`config.mk`:
```
export PLATFORM = sky130hd
export DESIGN_NAME = ir_rx_decoder_flat
export DESIGN_NICKNAME = d
export VERILOG_FILES = /design/src/rtl/ir_rx_decoder_if.sv /design/src/rtl/ir_rx_decoder.sv /design/src/flat_wrapper.sv
export SDC_FILE = /design/constraint.sdc
export NUM_CORES = 1
export LEC_CHECK = 0
export ABC_AREA = 1
export BUFFER_PORTS_ARGS = -buffer_cell sky130_fd_sc_hd__buf_2
export CORE_UTILIZATION = 58
export DETAILED_ROUTE_END_ITERATION = 6
export HOLD_SLACK_MARGIN = 0.08
export PLACE_DENSITY_LB_ADDON = 0.3
export SETUP_SLACK_MARGIN = 0.05
export SLEW_MARGIN = 20
export SYNTH_ARGS = -nofsm -noshare
export SYNTH_HDL_FRONTEND = slang
export SYNTH_SLANG_ARGS = --single-unit
```
`constraint.sdc`:
```
create_clock -name CLK_50M -period 2.15 [get_ports CLK_50M]
set_clock_uncertainty 0.1 [all_clocks]
set_input_delay 0.215 -clock CLK_50M [delete_from_list [all_inputs] [get_ports CLK_50M]]
set_output_delay 0.215 -clock CLK_50M [all_outputs]
set_load 0.1 [all_outputs]
```
`src/rtl/ir_rx_decoder_if.sv`:
```
// ---------------------------------------------------------------------------
// ir_rx_decoder_if
//   Output bundle of the IR receive decoder.
//   Dout       - last correctly received byte (held until the next good frame)
//   data_valid - one-cycle pulse in the cycle Dout is updated
//   frame_err  - one-cycle pulse when a stop bit is received as mark
//   busy       - high while a frame is being decoded
//   master: the decoder (drives everything); slave: the consuming logic.
// ---------------------------------------------------------------------------
interface ir_rx_decoder_if;
   logic [7:0] Dout;
   logic       data_valid;
   logic       frame_err;
   logic       busy;

   modport master (output Dout, output data_valid, output frame_err, output busy);
   modport slave  (input  Dout, input  data_valid, input  frame_err, input  busy);
endinterface

```
`src/rtl/ir_rx_decoder.sv`:
```
// ---------------------------------------------------------------------------
// ir_rx_decoder
//   Decodes one UART-like frame from the demodulated IR receiver output:
//   start (mark), 8 data bits LSB first (mark = 1), stop (space).
//   Each bit lasts BIT_CYCLES clocks; bits are sampled at mid-bit.
//
// Ports:
//   CLK_50M   in   system clock
//   reset     in   synchronous active-high reset
//   IRDA_RXD  in   asynchronous receiver output, 0 = carrier (mark)
//   rx        out  ir_rx_decoder_if.master: Dout, data_valid, frame_err, busy
// ---------------------------------------------------------------------------
module ir_rx_decoder #(
   parameter int BIT_CYCLES  = 41667,
   parameter int HALF_CYCLES = BIT_CYCLES / 2
) (
   input  logic               CLK_50M,
   input  logic               reset,
   input  logic               IRDA_RXD,
   ir_rx_decoder_if.master    rx
);

   localparam int CW = (BIT_CYCLES > 1) ? $clog2(BIT_CYCLES) : 1;
   localparam logic [CW-1:0] BIT_LAST  = CW'(BIT_CYCLES - 1);
   localparam logic [CW-1:0] HALF_LAST = CW'(HALF_CYCLES - 1);

   localparam logic [2:0] IDLE      = 3'd0;
   localparam logic [2:0] START     = 3'd1;
   localparam logic [2:0] DATA      = 3'd2;
   localparam logic [2:0] STOP      = 3'd3;
   localparam logic [2:0] WAIT_IDLE = 3'd4;

   // Synchroniser resets to space so reset never looks like a start edge.
   logic          sync1_q, sync2_q;
   logic          mark;

   logic [2:0]    state_q, state_d;
   logic [CW-1:0] cnt_q, cnt_d;
   logic [2:0]    bidx_q, bidx_d;
   logic [7:0]    sr_q, sr_d;
   logic [7:0]    dout_q, dout_d;
   logic          dv_q, dv_d;
   logic          ferr_q, ferr_d;

   assign mark = ~sync2_q;

   always_comb begin
      state_d = state_q;
      cnt_d   = cnt_q;
      bidx_d  = bidx_q;
      sr_d    = sr_q;
      dout_d  = dout_q;
      dv_d    = 1'b0;
      ferr_d  = 1'b0;

      case (state_q)
         IDLE: begin
            if (mark) begin
               cnt_d   = '0;
               state_d = START;
            end
         end

         START: begin
            cnt_d = cnt_q + 1'b1;
            if (cnt_q == HALF_LAST) begin
               if (mark) begin
                  // Start bit confirmed at its middle; all later samples
                  // land one full bit period apart, i.e. mid-bit.
                  cnt_d   = '0;
                  bidx_d  = '0;
                  state_d = DATA;
               end else begin
                  state_d = IDLE;
               end
            end
         end

         DATA: begin
            cnt_d = cnt_q + 1'b1;
            if (cnt_q == BIT_LAST) begin
               sr_d  = {mark, sr_q[7:1]};
               cnt_d = '0;
               if (bidx_q == 3'd7) begin
                  state_d = STOP;
               end else begin
                  bidx_d = bidx_q + 1'b1;
               end
            end
         end

         STOP: begin
            cnt_d = cnt_q + 1'b1;
            if (cnt_q == BIT_LAST) begin
               cnt_d = '0;
               if (!mark) begin
                  dout_d  = sr_q;
                  dv_d    = 1'b1;
                  // Leaving at mid-stop-bit lets a back-to-back start edge
                  // be caught at the nominal stop-bit end.
                  state_d = IDLE;
               end else begin
                  ferr_d  = 1'b1;
                  state_d = WAIT_IDLE;
               end
            end
         end

         WAIT_IDLE: begin
            // A stuck mark must not be mistaken for a new start bit.
            if (!mark) begin
               state_d = IDLE;
            end
         end

         default: begin
            state_d = IDLE;
         end
      endcase
   end

   always_ff @(posedge CLK_50M) begin
      if (reset) begin
         sync1_q <= 1'b1;
         sync2_q <= 1'b1;
         state_q <= IDLE;
         cnt_q   <= '0;
         bidx_q  <= '0;
         sr_q    <= '0;
         dout_q  <= '0;
         dv_q    <= 1'b0;
         ferr_q  <= 1'b0;
      end else begin
         sync1_q <= IRDA_RXD;
         sync2_q <= sync1_q;
         state_q <= state_d;
         cnt_q   <= cnt_d;
         bidx_q  <= bidx_d;
         sr_q    <= sr_d;
         dout_q  <= dout_d;
         dv_q    <= dv_d;
         ferr_q  <= ferr_d;
      end
   end

   assign rx.Dout       = dout_q;
   assign rx.data_valid = dv_q;
   assign rx.frame_err  = ferr_q;
   assign rx.busy       = (state_q != IDLE);

endmodule

```
`src/flat_wrapper.sv`:
```
// flat-port wrapper written by rule: the top's interface ports become plain ports
module ir_rx_decoder_flat 
#(
   parameter int BIT_CYCLES  = 41667,
   parameter int HALF_CYCLES = BIT_CYCLES / 2
)
  (CLK_50M, reset, IRDA_RXD, rx_Dout, rx_data_valid, rx_frame_err, rx_busy);
  ir_rx_decoder_if rx_i ();
  input  logic CLK_50M;
  input  logic reset;
  input  logic IRDA_RXD;
  output wire logic [$bits(rx_i.Dout)-1:0] rx_Dout;
  output wire logic [$bits(rx_i.data_valid)-1:0] rx_data_valid;
  output wire logic [$bits(rx_i.frame_err)-1:0] rx_frame_err;
  output wire logic [$bits(rx_i.busy)-1:0] rx_busy;
  assign rx_Dout = rx_i.Dout;
  assign rx_data_valid = rx_i.data_valid;
  assign rx_frame_err = rx_i.frame_err;
  assign rx_busy = rx_i.busy;
  ir_rx_decoder #(.BIT_CYCLES(BIT_CYCLES), .HALF_CYCLES(HALF_CYCLES)) u_core (.CLK_50M(CLK_50M), .reset(reset), .IRDA_RXD(IRDA_RXD), .rx(rx_i));
endmodule
```
==> flow_summary.json, run 1 <==
{
  "crit_path_frequent_cell": "nand2_2",
  "rows": 22,
  "critPathKind": "flop to flop",
  "endpoint_kind": "flop",
  "final_common_cell": "nand2_1",
  "cts_tree": "yes",
  "synth-edff-count": 0,
  "nNetsFinal": 376,
  "routedWlPerCell_um": 11.6,
  "drive_above_1_share_pct": 17.3,
  "ys.flop_type": "dfxtp_1",
  "finalHoldViolations": 0,
  "grt_pass1_wl_um": 8420,
  "maxCapViolations": 0,
  "path_cells": "inv_1 > ha_1 > nand2_1 > inv_1 > nand2_1 > nor2_4 > nand2_4 > nand2_2 > nand2_4 > nor2_4 > nand2_2 > nand2_2 > nor2_1",
  "dieArea_um2": 4370,
  "detail-route-antenna-nets": 0,
  "clk_pin_slew_ns": 0.08,
  "synth_area_per_cell_um2": 6.73,
  "rsz0062_at_grt": "false",
  "yosysWarnings": 0,
  "final.setup.tns_ns": 0,
  "initial_core_util_pct": 62.7,
  "antenna_found_initial": 0,
  "ios": 14,
  "cts.sinks": 42,
  "io_buffer_count": 13,
  "cp_max_fo": 6,
  "path_buf_inv": 2,
  "multi_input_area_um2": 1270,
  "slowest_stage": "dfxtp_1",
  "min_path_type": "primary input to flop",
  "cts_setup_buffers": 0,
  "antenna_cells": 0,
  "firstDrtPassIters": 4,
  "ys_ff_latch": 42,
  "initialDrtViolationCount": 167,
  "layout_common_cells": "nand2_1 (75), inv_1 (55), dfxtp_1 (42)",
  "power_density_nw_per_um2": 1020,
  "status": "finished, final reports clean",
  "dp_hpwl_um": 3620,
  "period_minus_slack_ns": 1.93,
  "crit_family": "simple AND/OR/NAND/NOR gates",
  "coreArea_um2": 3800,
  "fill_cells": 347,
  "netlist_area_um2": 2380,
  "synth-seq-area-share_pct": 35.3,
  "grt_util_all_layers_pct": 25.2,
  "slew_headroom_pct": 67.9,
  "vias": 2165,
  "async_flop_share_pct": 0,
  "fin_crit_sh_pct": 89.5,
  "drv_slew": 0,
  "vdd_drop_max_mv": 0.617,
  "hold_ws_ns": 0.135,
  "grt_max_degree": 20,
  "ys_types": 33,
  "synthesis.nets": 362,
  "ctsRootBufferMaster": "clkbuf_8",
  "seqCellArea_um2": 841,
  "worst_setup_path_start_kind": "flop",
  "die_h_um": 66.1,
  "worst_pin_slew_ns": 0.484,
  "overflow": 0,
  "place_congestion": 0.939,
  "vias_per_cell": 5.19,
  "setup_viol": 0,
  "drt_wl_total_um": 4830,
  "netlist_instances": 354,
  "slowest_delay_ns": 0.33,
  "clock_path_buffers": 2,
  "timing.fmax_mhz": 519,
  "p_leak_nw": 1.16,
  "die_w_um": 66.1,
  "htree_levels": 2,
  "areaGrowthSynthToFinish_pct": 9.08,
  "worst-endpoint-required_ns": 2.24,
  "arrival_ns": 2.01,
  "clkLatencyLatePin_ns": 0.30,
  "cts-buffers-inserted": 5,
  "grt_pass1_vias": 1953,
  "drc": 0
}
[report_power, final]
| group | internal (mW) | switching, mW | leakage, nW | total, mW |
|---|---|---|---|---|
| registers | 0.842 | 0.0780 | 0.340 | 0.920 |
| clock network | 0.348 | 0.280 | 0.0585 | 0.628 |
| logic | 0.325 | 0.771 | 0.758 | 1.10 |
| total | 1.51 | 1.13 | 1.16 | 2.64 |
[path summary, 6_finish.rpt]
check	startpoint	to	slack, ns	cells after the start
worst min-delay path	reset	u_core.cnt_q[11]	0.13	2
worst min register to register	u_core.sync1_q	u_core.sync2_q	0.32	1
worst max register to register	u_core.cnt_q[0]	u_core.cnt_q[8]	0.22	13
worst max-delay path	u_core.cnt_q[0]	u_core.cnt_q[8]	0.22	13
[cell usage after synthesis (3+ instances only)]
| master | instances | area share (%) |
|---|---|---|
| inv_2 | 5 | 0.79 |
| nand3_1 | 29 | 6.1 |
| nand2_1 | 75 | 12 |
| dfxtp_1 | 42 | 35 |
| ha_1 | 5 | 2.6 |
| o21ai_1 | 4 | 0.84 |
| o21ai_0 | 22 | 4.6 |
| clkbuf_1 | 3 | 0.47 |
| nor3_1 | 3 | 0.63 |
| nor2_4 | 4 | 1.9 |
| inv_1 | 55 | 8.7 |
| a21oi_1 | 20 | 4.2 |
| nand2_2 | 10 | 2.6 |
| nor2_1 | 35 | 5.5 |
| nand4_1 | 7 | 1.8 |
| nor2_2 | 10 | 2.6 |
[sequential cells by signal, indices dropped and copies added (netlist names)]
| signal | flops |
|---|---|
| u_core.bidx_q | 3 |
| u_core.rx.data_valid | 1 |
| u_core.rx.frame_err | 1 |
| u_core.sr_q | 8 |
| u_core.state_q | 3 |
| u_core.sync2_q | 1 |
| u_core.rx.Dout | 8 |
| u_core.cnt_q | 16 |
| u_core.sync1_q | 1 |
[metrics by stage]
stage / power [mW] / instance area [um2] / setup WS (ns) / std cells / utilization (%)
6_report: 2.64 / 2600 / 0.225 / 417 / 68.4
5_1_grt: 2.83 / 2600 / 0.0785 / 417 / 68.4
4_1_cts: 2.66 / 2590 / 0.224 / 417 / 68.2
3_5_place_dp: 2.03 / 2470 / 0.232 / 408 / 65.0
3_3_place_gp: 2.01 / 2470 / 0.301 / 408 / 65.0
2_1_floorplan: 1.86 / 2380 / 0.521 / 354 / -
[worst reg2reg max path: cells and delay by family, from the launching register on]
family | cells | cell delay [ns]
and+or+nand+nor | 10 | 0.99
adders and majority gates | 1 | 0.21
DFF | 1 | 0.33
buffers and inverters | 2 | 0.20
[kinds of logic (layout without fill, tap and decap cells)]
family | Yosys count | after routing | share of synthesized area (%)
xor+xnor | 4 | 4 | 1.47
buf+inv | 70 | 85 | 11.9
flops | 42 | 42 | 35.3
simple gates | 183 | 183 | 37.6
fa+ha+maj | 5 | 5 | 2.62
compound gates | 50 | 50 | 11.2
[cell type report]
type,instances,share of cell area (%)
Multi-Input combinational cell,242,48.8
Sequential cell,42,32.3
Inverter,62,9.05
Timing Repair Buffer,15,3.18
Clock buffer,5,2.65
Tap cell,48,2.31
Clock inverter,3,1.68
[what timing repair did]
item | CTS | global route
resized for setup | 0 | 1
hold buffers | 1 | 0
endpoints found under the setup margin | 0 | 6
hold endpoints to repair | 1 | 0
[layer usage]
| metal | routed length, um | global-route usage, % | up-vias |
|---|---|---|---|
| met5 | 0 | 0 | - |
| met4 | 59 | 9.31 | 0 |
| met3 | 263 | 6.03 | 8 |
| met2 | 2310 | 43.1 | 48 |
| met1 | 2200 | 30.3 | 973 |
| li1 | - | - | 1136 |
Note: power is estimated with default switching activity, not from simulation.
==> inputs of run 2 (changes only) <==
--- a/config.mk
+++ b/config.mk
@@ -7,10 +7,10 @@
 export LEC_CHECK = 0
 export ABC_AREA = 1
 export BUFFER_PORTS_ARGS = -buffer_cell sky130_fd_sc_hd__buf_2
-export CORE_UTILIZATION = 58
+export CORE_MARGIN = 2
+export CORE_UTILIZATION = 45
 export DETAILED_ROUTE_END_ITERATION = 6
 export HOLD_SLACK_MARGIN = 0.08
-export PLACE_DENSITY_LB_ADDON = 0.3
 export SETUP_SLACK_MARGIN = 0.05
 export SLEW_MARGIN = 20
 export SYNTH_ARGS = -nofsm -noshare
==> run 2 against run 1 <==
- clock power shrank 19%
- non-clock buffer count increased by 1
- cell area grew 0.34%
- die area up 35%
- critical path type unchanged
- worst hold slack lost 0.0021 ns
- power decreased by 4.3%
- critical endpoint is now u_core.cnt_q[5]
- sequential power about the same
- wire length grew 6.8%
==> flow_summary.json, run 2 (same netlist as run 1, synthesis figures left out) <==
{
  "grt_pass1_vias": 2003,
  "min_path_type": "primary input to flop",
  "final_common_cell": "nand2_1",
  "slowest_stage": "dfxtp_1",
  "dp_hpwl_um": 3800,
  "initial_core_util_pct": 46.7,
  "coreArea_um2": 5110,
  "nNetsFinal": 377,
  "regMostFlops": "u_core.cnt_q",
  "drc": 0,
  "arrival_ns": 1.96,
  "vdd_drop_max_mv": 0.661,
  "worst_setup_path_start_kind": "flop",
  "cts.sinks": 42,
  "worst_pin_slew_ns": 0.662,
  "antenna_cells": 0,
  "maxCapViolations": 0,
  "detail-route-antenna-nets": 0,
  "power_density_nw_per_um2": 970,
  "grt_pass1_wl_um": 9090,
  "rsz0062_at_grt": "false",
  "met2_length_um": 2370,
  "wl_met1_um": 2500,
  "dieArea_um2": 5900,
  "cts-buffers-inserted": 5,
  "rows": 26,
  "slew_headroom_pct": 55.8,
  "place_congestion": 0.859,
  "holdPathStages": 2,
  "ios": 14,
  "fill_cells": 526,
  "reg2reg_slack_ns": 0.28,
  "drive_above_1_share_pct": 17.3,
  "cp_max_fo": 6,
  "vias": 2119,
  "cts_tree": "yes",
  "rr_endpoint": "u_core.cnt_q[5]",
  "worst_slack_ns": 0.284,
  "areaGrowthSynthToFinish_pct": 9.45,
  "worstReg2RegStart": "u_core.cnt_q[0]",
  "path_depth": 13,
  "fin_crit_sh_pct": 86.8,
  "pre_cts_slack_ns": 0.246,
  "status": "finished, final reports clean",
  "firstDrtPassIters": 5,
  "ff2ff_path_depth": 13,
  "grt_util_all_layers_pct": 19.2,
  "die_w_um": 76.8,
  "critPathKind": "flop to flop",
  "critPathLaunch": "u_core.cnt_q[0]",
  "antenna_found_initial": 0,
  "routedWlPerCell_um": 11.7,
  "path_buf_inv": 2,
  "drv_slew": 0,
  "p_leak_nw": 1.15,
  "clkLatencyLatePin_ns": 0.30,
  "overflow": 0,
  "grt_max_degree": 24,
  "worst-endpoint-required_ns": 2.24,
  "layout_common_cells": "nand2_1 (75), inv_1 (55), dfxtp_1 (42)",
  "setup_viol": 0,
  "initialDrtViolationCount": 125,
  "htree_levels": 2,
  "final.setup.tns_ns": 0,
  "finalHoldViolations": 0,
  "crit_family": "simple AND/OR/NAND/NOR gates",
  "die_h_um": 76.8,
  "period_minus_slack_ns": 1.87,
  "path_cells": "inv_1 > ha_1 > nand2_1 > inv_1 > nand2_1 > nor2_4 > nand2_4 > nand2_1 > nand2_2 > nor2_4 > nand2_2 > nand2_2 > nor2_1",
  "route.met3.wl_um": 221,
  "largest_reg_flops": 16,
  "clk_pin_slew_ns": 0.08,
  "post-route-util_pct": 51.1,
  "vias_per_cell": 4.82,
  "slowest_delay_ns": 0.33,
  "timing.fmax_mhz": 536,
  "crit_path_end": "u_core.cnt_q[5]",
  "drt_wl_total_um": 5160,
  "ctsRootBufferMaster": "clkbuf_8",
  "clock_path_buffers": 2,
  "highest_layer": "met4",
  "endpoint_kind": "flop",
  "io_buffer_count": 13
}
## run 2: changes by cell type in the layout (fill, tap and decap cells not counted)
cell / change
clkbuf_1: +1
clkinv_4: +1
buf_4: +1
bufinv_16: -1
inv_6: -1
## run 2: layer usage
layer / vias up / global-route usage [%]
met3: 8 / 4.00
li1: 1130 / -
met1: 939 / 24.8
met2: 42 / 31.9
met4: 0 / 6.00
met5: - / 0
## run 2: timing repair
item | 4_1_cts | 5_1_grt
gates resized for setup | 0 | 1
hold endpoints to repair | 1 | 0
setup endpoints to repair | 0 | 7
setup buffers | 0 | 0
hold buffers | 1 | 0
## run 2: worst reg2reg max path: stages (launching register included)
cell and delay [ns]:
dfxtp_1 0.33, inv_1 0.12, ha_1 0.20, nand2_1 0.06
inv_1 0.06, nand2_1 0.07, nor2_4 0.16, nand2_4 0.08
nand2_1 0.08, nand2_2 0.07, nor2_4 0.13, nand2_2 0.10
nand2_2 0.13, nor2_1 0.06
## run 2: area by class of cell
cell class / count / area [um2] / share of cell area, %
Inverter: 62 / 235 / 9.02
Timing Repair Buffer: 16 / 90.1 / 3.45
Sequential cell: 42 / 841 / 32.2
Multi-Input combinational cell: 242 / 1270 / 48.6
Tap cell: 70 / 87.6 / 3.36
Clock buffer: 6 / 72.6 / 2.78
Clock inverter: 2 / 13.8 / 0.528
## run 2: power by group
part | leakage [nW] | internal (mW) | switching, mW
logic | 0.762 | 0.326 | 0.777
registers | 0.340 | 0.842 | 0.0760
clock network | 0.0452 | 0.229 | 0.279
total | 1.15 | 1.40 | 1.13
## run 2: stage by stage
| step | cells | area, um2 | power [mW] | hold WS, ns |
|---|---|---|---|---|
| after floorplan | 354 | 2380 | 1.86 | 0.184 |
| after global placement | 431 | 2500 | 2.03 | 0.290 |
| after detailed placement | 431 | 2500 | 2.04 | 0.296 |
| after CTS | 440 | 2600 | 2.56 | 0.125 |
| after global routing | 440 | 2610 | 2.75 | 0.132 |
| final | 440 | 2610 | 2.53 | 0.133 |
## run 2: how the worst min path moves through the flow
stage                              start                    to  slack, ns
final                              reset  u_core.rx.data_valid       0.13
after global routing               reset      u_core.cnt_q[14]       0.13
after CTS                          reset      u_core.cnt_q[14]       0.13
after detailed placement  u_core.sync1_q        u_core.sync2_q       0.30
after global placement    u_core.sync1_q        u_core.sync2_q       0.29
after floorplan                    reset      u_core.cnt_q[11]       0.18
